File: config.mk
export PLATFORM = sky130hd
export DESIGN_NAME = sram_port_arbiter_flat
export DESIGN_NICKNAME = d
export VERILOG_FILES = /design/src/rtl/sram_arb_pkg.sv /design/src/rtl/sram_port_arbiter_if.sv /design/src/rtl/sync_fifo.sv /design/src/rtl/sram_port_arbiter.sv /design/src/flat_wrapper.sv
export SDC_FILE = /design/constraint.sdc
export NUM_CORES = 1
export LEC_CHECK = 0
export BUFFER_PORTS_ARGS = -buffer_cell sky130_fd_sc_hd__buf_2
export CAP_MARGIN = 20
export CORE_MARGIN = 4
export CORE_UTILIZATION = 50
export DETAILED_ROUTE_END_ITERATION = 10
export MAX_ROUTING_LAYER = met4
export PLACE_DENSITY = 0.7
export SYNTH_ARGS = -nofsm -noshare
export SYNTH_HDL_FRONTEND = slang
export SYNTH_SLANG_ARGS = --single-unit
File: constraint.sdc
create_clock -name i_clk -period 7.9 [get_ports i_clk]
set_clock_uncertainty 0.2 [all_clocks]
set_input_delay 0.395 -clock i_clk [delete_from_list [all_inputs] [get_ports i_clk]]
set_output_delay 0.395 -clock i_clk [all_outputs]
set_load 0.01 [all_outputs]
File: src/rtl/sram_arb_pkg.sv
// rtl/sram_arb_pkg.sv - shared types and default widths for the SRAM port arbiter
package sram_arb_pkg;

  localparam int DEF_ADDR_W = 20;
  localparam int DEF_DATA_W = 16;

  // Bus ownership: RD serves the VGA reader, WR drives a buffered engine write,
  // HOLD keeps address/data on the pins for one cycle after we_n rises.
  typedef enum logic [1:0] {
    RD   = 2'd0,
    WR   = 2'd1,
    HOLD = 2'd2
  } arb_state_t;

endpackage

File: src/rtl/sram_port_arbiter_if.sv
// rtl/sram_port_arbiter_if.sv - engine write port, VGA read port and SRAM pin bundle
interface sram_port_arbiter_if
  import sram_arb_pkg::*;
#(
  parameter int ADDR_W     = DEF_ADDR_W,
  parameter int DATA_W     = DEF_DATA_W,
  parameter int FIFO_DEPTH = 4
);

  localparam int PEND_W = $clog2(FIFO_DEPTH) + 1;

  // Engine write port
  logic              wr_valid;
  logic [ADDR_W-1:0] wr_addr;
  logic [DATA_W-1:0] wr_data;
  logic              wr_ready;
  logic [PEND_W-1:0] wr_pending;

  // VGA read port
  logic              rd_req;
  logic [ADDR_W-1:0] rd_addr;
  logic              rd_grant;
  logic [DATA_W-1:0] rd_data;
  logic              rd_valid;

  // SRAM pins (tristate resolved in the top level)
  logic [ADDR_W-1:0] sram_addr;
  logic [DATA_W-1:0] sram_dq_out;
  logic              sram_dq_oe;
  logic [DATA_W-1:0] sram_dq_in;
  logic              ce_n;
  logic              oe_n;
  logic              we_n;
  logic              ub_n;
  logic              lb_n;

  modport slave (
    input  wr_valid, wr_addr, wr_data,
    output wr_ready, wr_pending,
    input  rd_req, rd_addr,
    output rd_grant, rd_data, rd_valid,
    output sram_addr, sram_dq_out, sram_dq_oe,
    input  sram_dq_in,
    output ce_n, oe_n, we_n, ub_n, lb_n
  );

  modport master (
    output wr_valid, wr_addr, wr_data,
    input  wr_ready, wr_pending,
    output rd_req, rd_addr,
    input  rd_grant, rd_data, rd_valid,
    input  sram_addr, sram_dq_out, sram_dq_oe,
    output sram_dq_in,
    input  ce_n, oe_n, we_n, ub_n, lb_n
  );

endinterface

File: src/rtl/sync_fifo.sv
// rtl/sync_fifo.sv - show-ahead synchronous FIFO with occupancy count
module sync_fifo #(
  parameter  int WIDTH = 8,
  parameter  int DEPTH = 4,
  localparam int AW    = $clog2(DEPTH),
  localparam int CW    = AW + 1
) (
  input  logic             i_clk,
  input  logic             i_rst,
  input  logic             i_push,
  input  logic [WIDTH-1:0] i_data,
  input  logic             i_pop,
  output logic [WIDTH-1:0] o_data,
  output logic             o_full,
  output logic             o_empty,
  output logic [CW-1:0]    o_count
);

  logic [WIDTH-1:0] r_mem [DEPTH];
  logic [AW-1:0]    r_wptr;
  logic [AW-1:0]    r_rptr;
  logic [CW-1:0]    r_count;
  logic             w_push;
  logic             w_pop;

  // Full is judged before any same-cycle pop, so a freed slot is usable next cycle.
  assign w_push  = i_push && !o_full;
  assign w_pop   = i_pop && !o_empty;
  assign o_full  = (r_count == CW'(DEPTH));
  assign o_empty = (r_count == '0);
  assign o_data  = r_mem[r_rptr];
  assign o_count = r_count;

  // Storage write; contents need no reset because occupancy gates every read.
  always_ff @(posedge i_clk) begin
    if (w_push) begin
      r_mem[r_wptr] <= i_data;
    end
  end

  // Pointers wrap naturally at DEPTH (power of two); count keeps the extra bit.
  always_ff @(posedge i_clk) begin
    if (i_rst) begin
      r_wptr  <= '0;
      r_rptr  <= '0;
      r_count <= '0;
    end else begin
      if (w_push) r_wptr <= r_wptr + 1'b1;
      if (w_pop)  r_rptr <= r_rptr + 1'b1;
      case ({w_push, w_pop})
        2'b10:   r_count <= r_count + 1'b1;
        2'b01:   r_count <= r_count - 1'b1;
        default: r_count <= r_count;
      endcase
    end
  end

endmodule

File: src/rtl/sram_port_arbiter.sv
// rtl/sram_port_arbiter.sv - shares one SRAM between buffered engine writes and the VGA reader
module sram_port_arbiter
  import sram_arb_pkg::*;
#(
  parameter int ADDR_W     = DEF_ADDR_W,
  parameter int DATA_W     = DEF_DATA_W,
  parameter int FIFO_DEPTH = 4,
  parameter int WE_CYCLES  = 2
) (
  input  logic                 i_clk,
  input  logic                 i_rst,
  sram_port_arbiter_if.slave   bus
);

  localparam int PEND_W = $clog2(FIFO_DEPTH) + 1;
  localparam int CNT_W  = (WE_CYCLES > 1) ? $clog2(WE_CYCLES) : 1;
  localparam int ENT_W  = ADDR_W + DATA_W;

  arb_state_t        r_state;
  arb_state_t        w_state_nxt;
  logic [CNT_W-1:0]  r_we_cnt;
  logic [ADDR_W-1:0] r_addr;
  logic [DATA_W-1:0] r_dout;
  logic [DATA_W-1:0] r_rd_data;
  logic              r_rd_valid;

  logic              w_wr_ready;
  logic              w_push;
  logic              w_pop;
  logic              w_full;
  logic              w_empty;
  logic              w_rd_grant;
  logic [ENT_W-1:0]  w_head;
  logic [PEND_W-1:0] w_count;

  assign w_wr_ready = !w_full && !i_rst;
  assign w_push     = bus.wr_valid && w_wr_ready;

  sync_fifo #(
    .WIDTH (ENT_W),
    .DEPTH (FIFO_DEPTH)
  ) u_fifo (
    .i_clk   (i_clk),
    .i_rst   (i_rst),
    .i_push  (w_push),
    .i_data  ({bus.wr_addr, bus.wr_data}),
    .i_pop   (w_pop),
    .o_data  (w_head),
    .o_full  (w_full),
    .o_empty (w_empty),
    .o_count (w_count)
  );

  // State register.
  always_ff @(posedge i_clk) begin
    if (i_rst) begin
      r_state <= RD;
    end else begin
      r_state <= w_state_nxt;
    end
  end

  // Next state, FIFO pop and read grant; the reader always wins when asking in RD/HOLD.
  always_comb begin
    w_state_nxt = r_state;
    w_pop       = 1'b0;
    w_rd_grant  = 1'b0;
    unique case (r_state)
      RD: begin
        w_rd_grant = bus.rd_req;
        if (!bus.rd_req && !w_empty) begin
          w_pop       = 1'b1;
          w_state_nxt = WR;
        end
      end
      WR: begin
        if (r_we_cnt == '0) w_state_nxt = HOLD;
      end
      HOLD: begin
        if (!bus.rd_req && !w_empty) begin
          w_pop       = 1'b1;
          w_state_nxt = WR;
        end else begin
          w_state_nxt = RD;
        end
      end
      default: w_state_nxt = RD;
    endcase
    if (i_rst) begin
      w_pop      = 1'b0;
      w_rd_grant = 1'b0;
    end
  end

  // Address/data output registers, we_n pulse counter and registered read data.
  always_ff @(posedge i_clk) begin
    if (i_rst) begin
      r_addr     <= '0;
      r_dout     <= '0;
      r_we_cnt   <= '0;
      r_rd_data  <= '0;
      r_rd_valid <= 1'b0;
    end else begin
      r_rd_valid <= w_rd_grant;
      if (w_rd_grant) begin
        r_rd_data <= bus.sram_dq_in;
        r_addr    <= bus.rd_addr;
      end
      if (w_pop) begin
        r_addr   <= w_head[ENT_W-1:DATA_W];
        r_dout   <= w_head[DATA_W-1:0];
        r_we_cnt <= CNT_W'(WE_CYCLES - 1);
      end else if (r_state == WR && r_we_cnt != '0) begin
        r_we_cnt <= r_we_cnt - 1'b1;
      end
    end
  end

  // A granted read puts rd_addr straight on the pins so data returns next edge.
  assign bus.sram_addr   = w_rd_grant ? bus.rd_addr : r_addr;
  assign bus.sram_dq_out = r_dout;
  assign bus.sram_dq_oe  = (r_state != RD);
  assign bus.oe_n        = (r_state != RD);
  assign bus.we_n        = (r_state != WR);
  assign bus.ce_n        = 1'b0;
  assign bus.ub_n        = 1'b0;
  assign bus.lb_n        = 1'b0;
  assign bus.wr_ready    = w_wr_ready;
  assign bus.wr_pending  = w_count;
  assign bus.rd_grant    = w_rd_grant;
  assign bus.rd_data     = r_rd_data;
  assign bus.rd_valid    = r_rd_valid;

endmodule

File: src/flat_wrapper.sv
// flat-port wrapper written by rule: the top's interface ports become plain ports
module sram_port_arbiter_flat import sram_arb_pkg::*;
#(
  parameter int ADDR_W     = DEF_ADDR_W,
  parameter int DATA_W     = DEF_DATA_W,
  parameter int FIFO_DEPTH = 4,
  parameter int WE_CYCLES  = 2
)
  (i_clk, i_rst, bus_wr_valid, bus_wr_addr, bus_wr_data, bus_wr_ready, bus_wr_pending, bus_rd_req, bus_rd_addr, bus_rd_grant, bus_rd_data, bus_rd_valid, bus_sram_addr, bus_sram_dq_out, bus_sram_dq_oe, bus_sram_dq_in, bus_ce_n, bus_oe_n, bus_we_n, bus_ub_n, bus_lb_n);
  sram_port_arbiter_if #(.ADDR_W(ADDR_W), .DATA_W(DATA_W), .FIFO_DEPTH(FIFO_DEPTH)) bus_i ();
  input  logic i_clk;
  input  logic i_rst;
  input wire logic [$bits(bus_i.wr_valid)-1:0] bus_wr_valid;
  input wire logic [$bits(bus_i.wr_addr)-1:0] bus_wr_addr;
  input wire logic [$bits(bus_i.wr_data)-1:0] bus_wr_data;
  output wire logic [$bits(bus_i.wr_ready)-1:0] bus_wr_ready;
  output wire logic [$bits(bus_i.wr_pending)-1:0] bus_wr_pending;
  input wire logic [$bits(bus_i.rd_req)-1:0] bus_rd_req;
  input wire logic [$bits(bus_i.rd_addr)-1:0] bus_rd_addr;
  output wire logic [$bits(bus_i.rd_grant)-1:0] bus_rd_grant;
  output wire logic [$bits(bus_i.rd_data)-1:0] bus_rd_data;
  output wire logic [$bits(bus_i.rd_valid)-1:0] bus_rd_valid;
  output wire logic [$bits(bus_i.sram_addr)-1:0] bus_sram_addr;
  output wire logic [$bits(bus_i.sram_dq_out)-1:0] bus_sram_dq_out;
  output wire logic [$bits(bus_i.sram_dq_oe)-1:0] bus_sram_dq_oe;
  input wire logic [$bits(bus_i.sram_dq_in)-1:0] bus_sram_dq_in;
  output wire logic [$bits(bus_i.ce_n)-1:0] bus_ce_n;
  output wire logic [$bits(bus_i.oe_n)-1:0] bus_oe_n;
  output wire logic [$bits(bus_i.we_n)-1:0] bus_we_n;
  output wire logic [$bits(bus_i.ub_n)-1:0] bus_ub_n;
  output wire logic [$bits(bus_i.lb_n)-1:0] bus_lb_n;
  assign bus_i.wr_valid = bus_wr_valid;
  assign bus_i.wr_addr = bus_wr_addr;
  assign bus_i.wr_data = bus_wr_data;
  assign bus_wr_ready = bus_i.wr_ready;
  assign bus_wr_pending = bus_i.wr_pending;
  assign bus_i.rd_req = bus_rd_req;
  assign bus_i.rd_addr = bus_rd_addr;
  assign bus_rd_grant = bus_i.rd_grant;
  assign bus_rd_data = bus_i.rd_data;
  assign bus_rd_valid = bus_i.rd_valid;
  assign bus_sram_addr = bus_i.sram_addr;
  assign bus_sram_dq_out = bus_i.sram_dq_out;
  assign bus_sram_dq_oe = bus_i.sram_dq_oe;
  assign bus_i.sram_dq_in = bus_sram_dq_in;
  assign bus_ce_n = bus_i.ce_n;
  assign bus_oe_n = bus_i.oe_n;
  assign bus_we_n = bus_i.we_n;
  assign bus_ub_n = bus_i.ub_n;
  assign bus_lb_n = bus_i.lb_n;
  sram_port_arbiter #(.ADDR_W(ADDR_W), .DATA_W(DATA_W), .FIFO_DEPTH(FIFO_DEPTH), .WE_CYCLES(WE_CYCLES)) u_core (.i_clk(i_clk), .i_rst(i_rst), .bus(bus_i));
endmodule
## Yosys cells after proc, flatten, opt, wreduce, memory -nomap -nowiden

Memories as Yosys holds them, arrays and structs flattened. A register that Yosys moved wholly into a read port is not among the register bits.
Index checks and enable logic that the tools add are counted.

| word-level totals | value |
|---|---|
| flip-flop bits (word level) | 63 |
| memory bits (writable) | 144 |
| input bits | 76 |
| memories kept | 1 |

Memories:

| name | words | bits a word | read ports | clocked after memory_dff | wr ports | RTL line | source |
|---|---|---|---|---|---|---|---|
| u_core.u_fifo.r_mem | 4 | 36 | 1 | 1 | 1 | sync_fifo.sv:19 | `logic [WIDTH-1:0] r_mem [DEPTH];` |

| cells by class | value |
|---|---|
| $add $sub $neg | 5 |
| eq/ne operators | 8 |
| mux-type cells | 18 |
| reductions and logical operators | 17 |

Operators by type and width:

| operator | number |
|---|---|
| two-way mux 20 bit | 2 |
| two-way mux 1 bit | 10 |
| two-way mux 2 bit | 4 |
| logical AND 1 bit | 6 |
| case mux 2 bit (3 select lines) | 1 |
| case mux 3 bit (2 select lines) | 1 |
| nonzero test 2 bit | 3 |
| adder 2 x 1 -> 2 bit (second input constant) | 2 |
| equality test 2 x 1 -> 1 bit (second input constant) | 2 |
| equality test 2 bit (second input constant) | 2 |
| zero test 1 bit | 4 |
| != test 2 x 1 -> 1 bit (second input constant) | 2 |
| adder 3 x 1 -> 3 bit (second input constant) | 1 |
| equality test 3 bit (second input constant) | 1 |
| zero test 3 bit | 1 |
| subtractor 3 x 1 -> 3 bit (second input constant) | 1 |
| zero test 2 bit | 1 |
| != test 2 bit (second input constant) | 1 |
| AND reduction 2 bit | 1 |
| OR reduction 2 bit | 1 |
| subtractor 1 bit (second input constant) | 1 |

## Depth between registers and ports, before layout

| logic depth | value |
|---|---|
| word-level depth | 9 |
| mapped depth | 9 |
| gate-level depth less buffers | 9 |

## Modules after synthesis

A second synthesis with hierarchy kept.

| second synthesis, totals | value |
|---|---|
| cell total of the unflattened synthesis | 513 |
| area total of the unflattened synthesis | 8141.6 sq um |

By module, submodules not included:

| module | instances | cells an instance | area each (sq um) | sequential area each (sq um) |
|---|---|---|---|---|
| sync_fifo | 1 | 242 | 5734.2 | 4504.3 |
| sram_port_arbiter | 1 | 271 | 2407.3 | 1121.1 |

## Worst setup path before layout

OpenSTA, ideal clock, no wires.

| timing path | value |
|---|---|
| path kind | input-to-reg |
| start point | input bus_rd_req |
| end point | register u_core.u_fifo.r_count[2] (netlist: u_core.u_fifo.o_count[2]) |
| arrival | 2.318 ns |
| slack | 5.312 ns |
| cell stages on the path | 9 |
| cells stage by stage | or2_1 -> nor3_4 -> buf_4 -> ha_1 -> inv_1 -> fa_1 -> xor2_1 -> or3_1 -> a21oi_1 |

| between the ends | value |
|---|---|
| word-level cells in the longest chain between the ends | 8 |
| elaborated cells between the ends (all ways) | 10 |

RTL lines:

| what | RTL line | source |
|---|---|---|
| from (decl) | flat_wrapper.sv:18 | `input wire logic [$bits(bus_i.rd_req)-1:0] bus_rd_req;` |
| zero test 1 bit * | sram_port_arbiter.sv:71, sram_port_arbiter.sv:80 |  |
| logical AND 1 bit * | sram_port_arbiter.sv:71, sram_port_arbiter.sv:80 |  |
| two-way mux 1 bit * | sram_port_arbiter.sv:71, sram_port_arbiter.sv:80 |  |
| two-way mux 1 bit * | -- |  |
| two-way mux 1 bit * | sram_port_arbiter.sv:89 | `if (i_rst) begin` |
| logical AND 1 bit * | sync_fifo.sv:28 | `assign w_pop = i_pop && !o_empty;` |
| via u_core.u_fifo.w_pop | sync_fifo.sv:24 | `logic w_pop;` |
| equality test 2 x 1 -> 1 bit or equality test 2 bit (tied branches) | sync_fifo.sv:50 | `case ({w_push, w_pop})` |
| case mux 3 bit (2 select lines) or nonzero test 2 bit (tied branches) | -- |  |
| to (signal assigned) | sync_fifo.sv:51 | `2'b10: r_count <= r_count + 1'b1;` |
| to (signal assigned) | sync_fifo.sv:52 | `2'b01: r_count <= r_count - 1'b1;` |
| to (signal assigned) | sync_fifo.sv:53 | `default: r_count <= r_count;` |
| to (decl) | sync_fifo.sv:22 | `logic [CW-1:0] r_count;` |

Mark *: on every way through the listed nets, which the timed path passes. The rest lies on a longest branch.
A chain may end at the register's enable or synchronous reset.

## Worst setup path after layout

| timing path | value |
|---|---|
| start point | register u_core.r_state[0] |
| end point | output bus_sram_addr[19] |

| between the ends | value |
|---|---|
| word-level cells in the longest chain between the ends | 4 |

RTL lines:

| what | RTL line | source |
|---|---|---|
| from (decl) | sram_port_arbiter.sv:19 | `arb_state_t r_state;` |
| from (signal assigned) | sram_port_arbiter.sv:59 | `r_state <= w_state_nxt;` |
| zero test 2 bit | sram_port_arbiter.sv:68 | `unique case (r_state)` |
| two-way mux 1 bit | sram_port_arbiter.sv:68 |  |
| two-way mux 1 bit | sram_port_arbiter.sv:89 |  |
| two-way mux 20 bit | -- |  |
| to (decl) | flat_wrapper.sv:23 | `output wire logic [$bits(bus_i.sram_addr)-1:0] bus_sram_addr;` |

Every way passes these cells.

==> out/metrics.csv <==
stage;metric;value;unit
status;outcome;finished, final reports clean;
die;Top-Level Pins;140;
clocking;clk sinks;209;
detailed_routing;DRC errors left;0;
synth;post-synthesis cell type count;39;
worst_setup_path;Max FO, Critical Path;21;
die;die footprint;18300;um^2
timing;Tmin final;3160;ps
synth;Synth Warn #;0;
placed_design;DP HPWL;9820;um
finish;Area Overhead vs Synth;24.5;%
synth;Post-synth EDFFs;144;
clocking;maximum clock path buffer count;3;
clocking;Worst-Skew Late Latency;490;ps
detailed_routing;post-route ant nets;0;
timing;hold slack final;20.8;ps
clocking;# Post-CTS Setup Buffers;0;
die;core area;15900;um^2
pwr;peak supply drop;191;uV
synth;ys flop type;edfxtp_1;
finish;# nets final;729;
detailed_routing;router iterations before antenna repair;4;
run;# Max-Cap Violations;0;
worst_setup_path;startpoint types;register;
global_route;initial antenna violation count;0;
timing;Final Hold Vio Count;0;
worst_setup_path;class of the most critical setup path;reg -> out;
global_route;grt total ovfl;0;
synth;largest area contributor in the netlist;edfxtp_1;
clocking;H-tree levels;1;
synth;FFs w/ async S/R, synth;0;%
pwr;Leak Pwr;3.80;nW
global_route;vias in the first global route;4768;
worst_setup_path;Arr. time, crit path;2570;ps
synth;top post-synthesis cells by count;edfxtp_1, dfxtp_1, mux4_2, nand2_1, mux2i_1;
worst_setup_path;Setup crit end kind;output port;
timing;final setup fails;0;
detailed_routing;vias;4599;
global_route;first-pass GRT wire length;24700;um
timing;unrepaired setup endpoints after global routing;no;
synth;Mean Syn Cell Area;17.6;um^2
finish;fillcell total;1176;
detailed_routing;post-DR vias/cell;5.24;
finish;total inserted antenna cells;0;
pwr;Power per Cell Area;250;nW/um^2
placed_design;# port buffers;136;
detailed_routing;Routed wire per std cell;17.7;um
timing;Max Slew Vio Count;0;
synth;count leader, synth;edfxtp_1;
timing;Slew headroom;32.0;%
clocking;number of buffers created by CTS;21;
min_path;Hold Path Class;in -> reg;
global_route;largest net degree at the start of global routing;37;
timing;FMAX;0.316;GHz
placed_design;Final GP Congestion;0.748;
die;FP Rows;46;
timing;setup_tns;0;ps
synth;register bit total from synthesis;209;
worst_setup_path;CP required;7300;ps
clocking;CTS clock-pin slew for the worst setup and hold paths;60;ps
synth;Syn Inst Count;459;
detailed_routing;1st-iter DRT viols;272;
finish;layout cells sized above 1;36.9;%
synth;Synth area leaders;edfxtp_1, dfxtp_1, mux4_2;
synth;post-synthesis sequential area ratio;69.5;%
global_route;Total Routing Usage GR;17.6;%
detailed_routing;final wirelength;15600;um
clocking;Post-CTS Hold Fix Bufs;52;
pwr;total power;2.52;mW
clocking;clk root buf;clkbuf_16;
synth;Cell Area, Synth;8090;um^2
timing;Worst Tran Pin Value;1020;ps
synth;top cell type's share of synthesized area;53.4;%
clocking;CTS tree;done;
clocking;post-CTS sizing;0;
die;Starting Density;50.9;%
die;Die Y-Extent;135;um
die;die span in x;135;um
timing;fin crit share;40.0;%
## critical path: stages, from the launching register on
cell     delay (ps)
dfxtp_1         350
or3b_1          680
nor2_8          510
mux2_2          400
buf_2           140
## final cells by class
cell class	count	area [um^2]	share of cell area, %
timing repair buffer	192	1230	12.2
multi-input combinational	216	2250	22.4
inverter	7	26.3	0.261
clock inverter	10	76.3	0.758
tap	216	270	2.68
sequential	209	5630	55.9
clock buffer	28	582	5.78
## state kept, by name, indices dropped and copies added (netlist names), named ones only
register,cells
u_core.u_fifo.r_wptr,2
u_core.bus.rd_valid,1
u_core.bus.rd_data,16
u_core.u_fifo.r_rptr,2
u_core.r_addr,20
u_core.bus.sram_dq_out,16
u_core.r_state,2
u_core.u_fifo.r_mem,144
u_core.u_fifo.o_count,3
u_core.r_we_cnt,1
## routing by layer
layer,up-vias,wire length (um),track usage [%]
met4,0,247,3.81
met3,24,938,3.01
met2,141,7730,29.5
met1,2274,6670,22.8
li1,2160,-,-
met5,-,0,-
## kinds of logic after synthesis
family	after synthesis	synth area share, %
flops	209	69.5
mux	79	16.6
simple gates	68	4.41
compound gates	58	5.40
buf+inv	36	2.81
fa+ha+maj	6	1.02
xor+xnor	2	0.217
other cells	1	0.0464
## final timing paths
| kind | from | endpoint | slack (ps) | cells after the start |
|---|---|---|---|---|
| setup reg to reg | u_core.u_fifo.o_count[2] | u_core.u_fifo.o_count[2] | 5400 | 9 |
| setup / recovery | u_core.r_state[0] | bus_sram_addr[19] | 4740 | 4 |
| hold reg to reg | u_core.r_we_cnt | u_core.r_state[1] | 250 | 1 |
| hold / removal | bus_rd_addr[0] | u_core.r_addr[0] | 20 | 3 |
## report_power, final
part | switching (mW) | leakage [nW] | internal (mW)
registers | 0.0290 | 1.84 | 1.23
logic | 0.156 | 1.63 | 0.159
clock network | 0.386 | 0.330 | 0.550
total | 0.571 | 3.80 | 1.94
## cells in the final DEF, fill, tap and decap left out, types with 2 or more instances in the layout
cell	instances
mux2i_1	21
a21oi_1	18
nand3_1	9
clkinv_2	6
nor2_1	8
mux2_4	19
conb_1	3
and2_2	4
or3_1	2
inv_1	6
ha_1	5
clkbuf_8	3
nand2_1	31
o2bb2ai_1	20
edfxtp_1	144
o21ai_0	2
a22o_1	16
nor3b_2	2
dlygate4sd3_1	52
clkbuf_1	4
buf_2	136
dfxtp_1	63
xor2_1	2
mux2_2	3
buf_4	4
clkinv_1	2
nor3_1	2
mux4_2	36
clkbuf_16	21
dfxtp_2	2
## stage by stage
step | utilization [%] | cell area [um^2] | setup slack [ps] | cells
CTS | 63.4 | 10100 | 4700 | 878
detailed placement | 56.0 | 8890 | 5110 | 788
finish | 63.4 | 10100 | 4740 | 878
global placement | 56.0 | 8890 | 5140 | 788
global route | 63.4 | 10100 | 4590 | 878
floorplan | - | 8100 | 5310 | 461
(Power assumes the default switching activity.)
